--- src/rtl/micro_sequencer.sv ---
// Micro-address sequencer for the control-store ROM.
// Also owns the run/halt state, illegal-opcode trap and dispatch count.
module micro_sequencer #(
   parameter int CNT_W = 16
) (
   input  logic             clk,
   input  logic             rst_n,
   input  logic             start,
   input  logic             stall,
   input  logic [4:0]       next_addr,
   input  logic             dispatch,
   input  logic [4:0]       opcode,
   input  logic             z,
   output logic [4:0]       addr,
   output logic             running,
   output logic             halted,
   output logic             done,
   output logic             illegal,
   output logic [CNT_W-1:0] instr_cnt
);

   typedef enum logic [1:0] {
      IDLE,
      RUN,
      HALT
   } state_t;

   localparam logic [4:0] FETCH1 = 5'd0;
   localparam logic [4:0] NOP    = 5'd31;

   state_t     state;
   logic [4:0] map_addr;
   logic       legal;
   logic       cnt_max;

   assign cnt_max = &instr_cnt;
   assign running = (state == RUN);
   assign halted  = (state == HALT);

   always_comb begin
      legal    = 1'b1;
      map_addr = NOP;
      case (opcode)
         5'd0:    map_addr = 5'd2;
         5'd1:    map_addr = 5'd3;
         5'd2:    map_addr = 5'd4;
         5'd3:    map_addr = 5'd5;
         5'd4:    map_addr = z ? 5'd11 : 5'd9;
         5'd5:    map_addr = 5'd12;
         5'd6:    map_addr = 5'd13;
         5'd7:    map_addr = 5'd14;
         5'd8:    map_addr = 5'd15;
         5'd9:    map_addr = 5'd16;
         5'd10:   map_addr = 5'd17;
         5'd11:   map_addr = 5'd18;
         5'd12:   map_addr = 5'd19;
         5'd13:   map_addr = 5'd21;
         5'd14:   map_addr = 5'd24;
         5'd15:   map_addr = 5'd25;
         5'd16:   map_addr = 5'd26;
         default: legal    = 1'b0;
      endcase
   end

   always_ff @(posedge clk or negedge rst_n) begin
      if (!rst_n) begin
         state     <= IDLE;
         addr      <= NOP;
         done      <= 1'b0;
         illegal   <= 1'b0;
         instr_cnt <= '0;
      end else begin
         done <= 1'b0;
         case (state)
            RUN: begin
               if (!stall) begin
                  if (dispatch) begin
                     if (!cnt_max)
                        instr_cnt <= instr_cnt + 1'b1;
                     if (legal) begin
                        addr <= map_addr;
                     end else begin
                        addr    <= NOP;
                        illegal <= 1'b1;
                        state   <= HALT;
                        done    <= 1'b1;
                     end
                  end else if (next_addr != NOP) begin
                     addr <= next_addr;
                  end else begin
                     addr  <= NOP;
                     state <= HALT;
                     done  <= 1'b1;
                  end
               end
            end
            default: begin
               // IDLE and HALT both park on NOP and restart identically
               addr <= NOP;
               if (start) begin
                  state     <= RUN;
                  addr      <= FETCH1;
                  instr_cnt <= '0;
                  illegal   <= 1'b0;
               end
            end
         endcase
      end
   end

endmodule

--- config.mk ---
export PLATFORM = sky130hd
export DESIGN_NAME = micro_sequencer
export DESIGN_NICKNAME = d
export VERILOG_FILES = /design/src/rtl/micro_sequencer.sv
export SDC_FILE = /design/constraint.sdc
export NUM_CORES = 1
export LEC_CHECK = 0
export CAP_MARGIN = 20
export CORE_MARGIN = 3
export CORE_UTILIZATION = 51
export DETAILED_ROUTE_END_ITERATION = 6
export PLACE_DENSITY = 0.84
export SYNTH_ARGS = -nofsm -noshare
export SYNTH_HDL_FRONTEND = slang
export SYNTH_SLANG_ARGS = --single-unit
--- constraint.sdc ---
create_clock -name clk -period 3.25 [get_ports clk]
set_input_delay 0.8125 -clock clk [delete_from_list [all_inputs] [get_ports clk]]
set_output_delay 0.8125 -clock clk [all_outputs]
set_load 0.005 [all_outputs]
* Word level (Yosys, flattened, before mapping)
Cells that the tools add are included.
** Word-level totals
- Bits in registers :: 25
- Input port bits :: 16
- Output and inout bits :: 25
- Logic and storage cells :: 68
** Cells by class
- Add/sub/neg operators :: 1
- Eq/ne operators :: 25
- Mux-type cells :: 30
- Reductions and logical operators :: 7
** Operators by type and width (number)
- 5-bit one-hot mux with 17 select lines :: 1
- 16-bit 2-to-1 mux :: 5
- 5-bit by 4-bit equality test with 1-bit output, second input constant :: 8
- 5-bit 2-to-1 mux :: 6
- 5-bit by 3-bit equality test with 1-bit output, second input constant :: 4
- 17-bit OR reduction :: 1
- 16-bit by 1-bit adder with 16-bit output, second input constant :: 1
- 16-bit AND reduction :: 1
- 2-bit 2-to-1 mux :: 7
- 4-bit AND reduction :: 3
- 1-bit 2-to-1 mux :: 11
- 5-bit by 2-bit equality test with 1-bit output, second input constant :: 2
- 2-bit inequality test, second input constant :: 4
- 3-bit inequality test, second input constant :: 2
- 5-bit by 1-bit equality test with 1-bit output, second input constant :: 1
- 5-bit equality test, second input constant :: 1
- 5-bit zero test :: 1
- 5-bit inequality test, second input constant :: 1
- 2-bit by 1-bit equality test with 1-bit output, second input constant :: 1
- 2-bit equality test, second input constant :: 1
- 2-bit nonzero test :: 1

* Longest topological paths before layout
- Depth after elaboration :: 7
- Mapped depth :: 7
- Depth with buffers taken out :: 6

* Worst setup path after synthesis
No wires, ideal clock.
- Kind :: input to register
- Start point :: in dispatch
- End point :: reg instr_cnt[11]
- Setup time :: 0.078 ns
- Data arrival time :: 2.010 ns
- Data required time :: 3.172 ns
- Slack :: 1.162 ns
- Cell stages on the path :: 6
- Path buffers :: 1
- Cells stage by stage :: buf_4 and4bb_1 a31oi_1 or2_1 or4_1 a21oi_1
** Between the ends
- Longest elaborated chain between the ends :: 2
** Ends and longest elaborated chain
- from (decl) :: line 11 : input logic dispatch,
- 2-bit inequality test (no source line)
- 4-bit AND reduction (no source line)
- to (signal assigned) :: line 79 : instr_cnt <= instr_cnt + 1'b1;
- to (decl) :: line 19 : output logic [CNT_W-1:0] instr_cnt
No other way between the ends.
A chain may end at the register's enable or synchronous reset.

* Worst setup path in the final report
- Start point :: reg state[1]
- End point :: out running
** Between the ends
- Longest elaborated chain between the ends :: 1
** Ends and longest elaborated chain
- from (decl) :: line 31 : state_t state;
- from (signal assigned) :: line 67 : state <= IDLE;
- from (signal assigned) :: line 85 : state <= HALT;
- from (signal assigned) :: line 92 : state <= HALT;
- 2-bit by 1-bit equality test with 1-bit output :: line 37 : assign running = (state == RUN);
- to (decl) :: line 15 : output logic running,
No other way between the ends.

==> out/qor.csv <==
stage,metric,value,unit
outcome,status,completed,
yosys,Post-synth ARST share,100,%
sta,number of max-slew violations in the final report,0,
global_route,first-pass GRT wire length,5760,um
job,max_cap viols,0,
placed_design,GPL Wtd Cong,0.968,
cts,clock buffer depth,2,
sta,Final Cycle Share,80.5,%
detailed_routing,Iter 0 DRT Violations,79,
placed_design,number of port buffers,40,
finish,area grow syn2layout,30.0,%
pwr,Reg power frac,53.5,%
yosys,"Avg Cell Area, Syn",8.63,um^2
detailed_routing,post-route ant nets,0,
pwr,Psw,228,uW
cts,"CTS clk-pin slew, worst paths",130,ps
worst_hold_path,Hold Startpoint,illegal,
critical_path,Worst Setup SP,state[1],
yosys,synthesized netlist cell count,170,
finish,Layout Utilization,73.0,%
yosys,"Top FF cell, synth",dfrtp_1,
critical_path,crit-path cells,nand2b_1 > inv_1 > clkdlybuf4s50_1,
yosys,leading area contributor after synthesis,dfrtp_1,
yosys,Area contributors post-synth,"dfrtp_1, dfstp_2, nor2_1",
pwr,Clk pwr share,18.7,%
global_route,grt ovf,0,
cts,CTS Sinks,25,
yosys,post-synthesis cell type count,44,
placed_design,Detailed Place HPWL,2680,um
pwr,Pleak,0.000784,uW
floorplan,Die W,59.6,um
cts,hold bufs inserted after CTS,0,
pwr,Int Pwr,514,uW
yosys,Syn Std Cell Area,0.00147,mm^2
detailed_routing,TritonRoute pass-1 iters,4,
detailed_routing,routed vias/inst,5.98,
global_route,vias in the first global route,1290,
yosys,Syn Nets,187,
sta,Slew @ Worst Pin,620,ps
pwr,Worst VDD drop,436,uV
critical_path,crit path kind,flop to output port,
global_route,largest net degree at the start of global routing,26,
yosys,Synth Warn #,0,
floorplan,Core ar.,0.00261,mm^2
critical_path,Slowest cell on crit path,clkdlybuf4s50_1,
critical_path,critical path launch point type,flop,
critical_path,worst-path fanout max,9,
detailed_routing,DRC,0,
yosys,"top cells by count, synth","nor2_1, dfrtp_1, nand2_1",
cts,PostCTS Resize Cnt,0,
cts,CTS tree,done,
cts,clock insertion delay at the later pin of the skew report,320,ps
floorplan,Top Ports,41,
critical_path,worst stage delay on the critical path,550,ps
sta,RSZ-0062 raised after global routing,no,
critical_path,WP data required,2440,ps
worst_hold_path,hold crit path type,flop to flop,
critical_path,kind of end point of the critical path,output port,
cts,Max H-tree Level,1,
sta,final hold viol count,0,
detailed_routing,via count,1417,
global_route,GRT Util Overall,21.0,%
cts,Post CTS Setup Buffer Count,0,
critical_path,worst path arrival time,1800,ps
global_route,initial antenna violation count,0,
floorplan,die height,59.6,um
yosys,"EDFF count, synth",0,
cts,root buf cell,clkbuf_4,
finish,fill count,206,
floorplan,FP Rows,18,
sta,minimum clock period,2620,ps
floorplan,Die ar.,0.00356,mm^2
sta,Clock Skews,6.56,ps
yosys,most frequent cell after synthesis,nor2_1,
pwr,sw frac,30.8,%
finish,layout cells sized above 1,6.28,%
pwr,Comb pwr share,27.8,%
yosys,post-synth top area share,34.1,%
finish,# diodes,0,
sta,Setup TNS Final,0,ps
detailed_routing,final wirelength,3510,um
yosys,synthesized flop and latch total,25,
detailed_routing,WL/cell,14.8,um
sta,Final setup viols,0,
sta,Max Freq,382,MHz
pwr,pwr dens,389,mW/mm^2
yosys,sequential share of the synthesized area,43.1,%
sta,Max-slew headroom,58.7,%
finish,Final #Nets,225,
critical_path,r2r startpoint,instr_cnt[0],
floorplan,initial core utilization,56.2,%
critical_path,"Buf+Inv Stages, Crit Path",2,
critical_path,CP top delay family,buffers and inverters,
cts,total CTS buffers,3,
[per-stage QoR]
step	std cells	setup slack, ps	power [uW]	instance area [um^2]	hold slack [ps]
3_5_place_dp	233	460	607	1880	488
4_1_cts	237	652	746	1910	529
3_3_place_gp	233	503	603	1880	492
5_1_grt	237	553	787	1910	583
6_report	237	634	742	1910	521
2_1_floorplan	170	1160	488	1470	486
[cell type report]
class                      count  area [um^2]  area share (%)
inverter                       4         15.0           0.787
tap                           30         37.5            1.97
timing repair buffer          42          415            21.8
clock inverter                 1         5.00           0.262
clock buffer                   3         22.5            1.18
multi-input combinational    132          781            40.9
sequential                    25          632            33.1
[cell families (layout without fill, tap and decap cells)]
kind of cell	after synthesis	count (layout)	share of synthesized area [%]
AO/OA/AOI/OAI	44	44	18.0
XOR/XNOR	5	5	2.98
adder cells (fa/ha/maj)	1	1	0.852
buffers and inverters	13	50	3.75
flip-flops	25	25	43.1
multiplexers	1	1	0.682
AND/OR/NAND/NOR	81	81	30.7
[power by group through the flow]
stage          Sequential, uW  Clock (uW)  Combinational (uW)
6_report                  397         139                 206
3_5_place_dp              403           0                 205
5_1_grt                   402         158                 227
2_1_floorplan             399           0                89.4
4_1_cts                   397         142                 207
3_3_place_gp              399           0                 204
[per-layer routing]
layer	up-vias	GRT usage, %	share of wire [%]
met5	-	0	0
met4	0	5.70	1.2
met3	7	2.61	7.1
met2	58	34.3	48
met1	655	29.2	44
li1	697	-	-
[path summary, 6_finish.rpt]
| check | to | slack [ps] | depth (start not counted) |
|---|---|---|---|
| setup / recovery | running | 630 | 3 |
| max in group asynchronous | addr[0] | 2120 | 2 |
| setup reg to reg | instr_cnt[5] | 1180 | 6 |
| min in group asynchronous | instr_cnt[8] | 830 | 2 |
| hold reg to reg | illegal | 520 | 2 |
| hold / removal | illegal | 520 | 2 |
[flip-flops by register name (all words and copies together), names as in the netlist]
name	cells
addr	5
done	1
instr_cnt	16
illegal	1
state	2
[cells in the final DEF, fill, tap and decap left out, types with 3 or more instances in the layout]
cell type / synthesis / routed
nand2_1: 16 / 16
xor2_1: 4 / 4
nand2b_1: 5 / 5
clkbuf_4: 0 / 3
nor2_1: 21 / 21
dfrtp_1: 20 / 20
o31ai_1: 3 / 3
a21oi_1: 15 / 15
dfstp_2: 5 / 5
a31oi_1: 6 / 6
nand4_1: 5 / 5
inv_1: 4 / 4
o21ai_0: 10 / 10
nand3_1: 5 / 5
and3_1: 6 / 6
clkdlybuf4s50_1: 0 / 40
[tightest hold or removal path: cells and delay by family, from the launching register on]
family | cells | cell delay [ps]
AOI/OAI and AO/OA | 1 | 40
and+or+nand+nor | 1 | 80
DFF | 1 | 370
No activity file was read; power rests on OpenSTA's default activity.
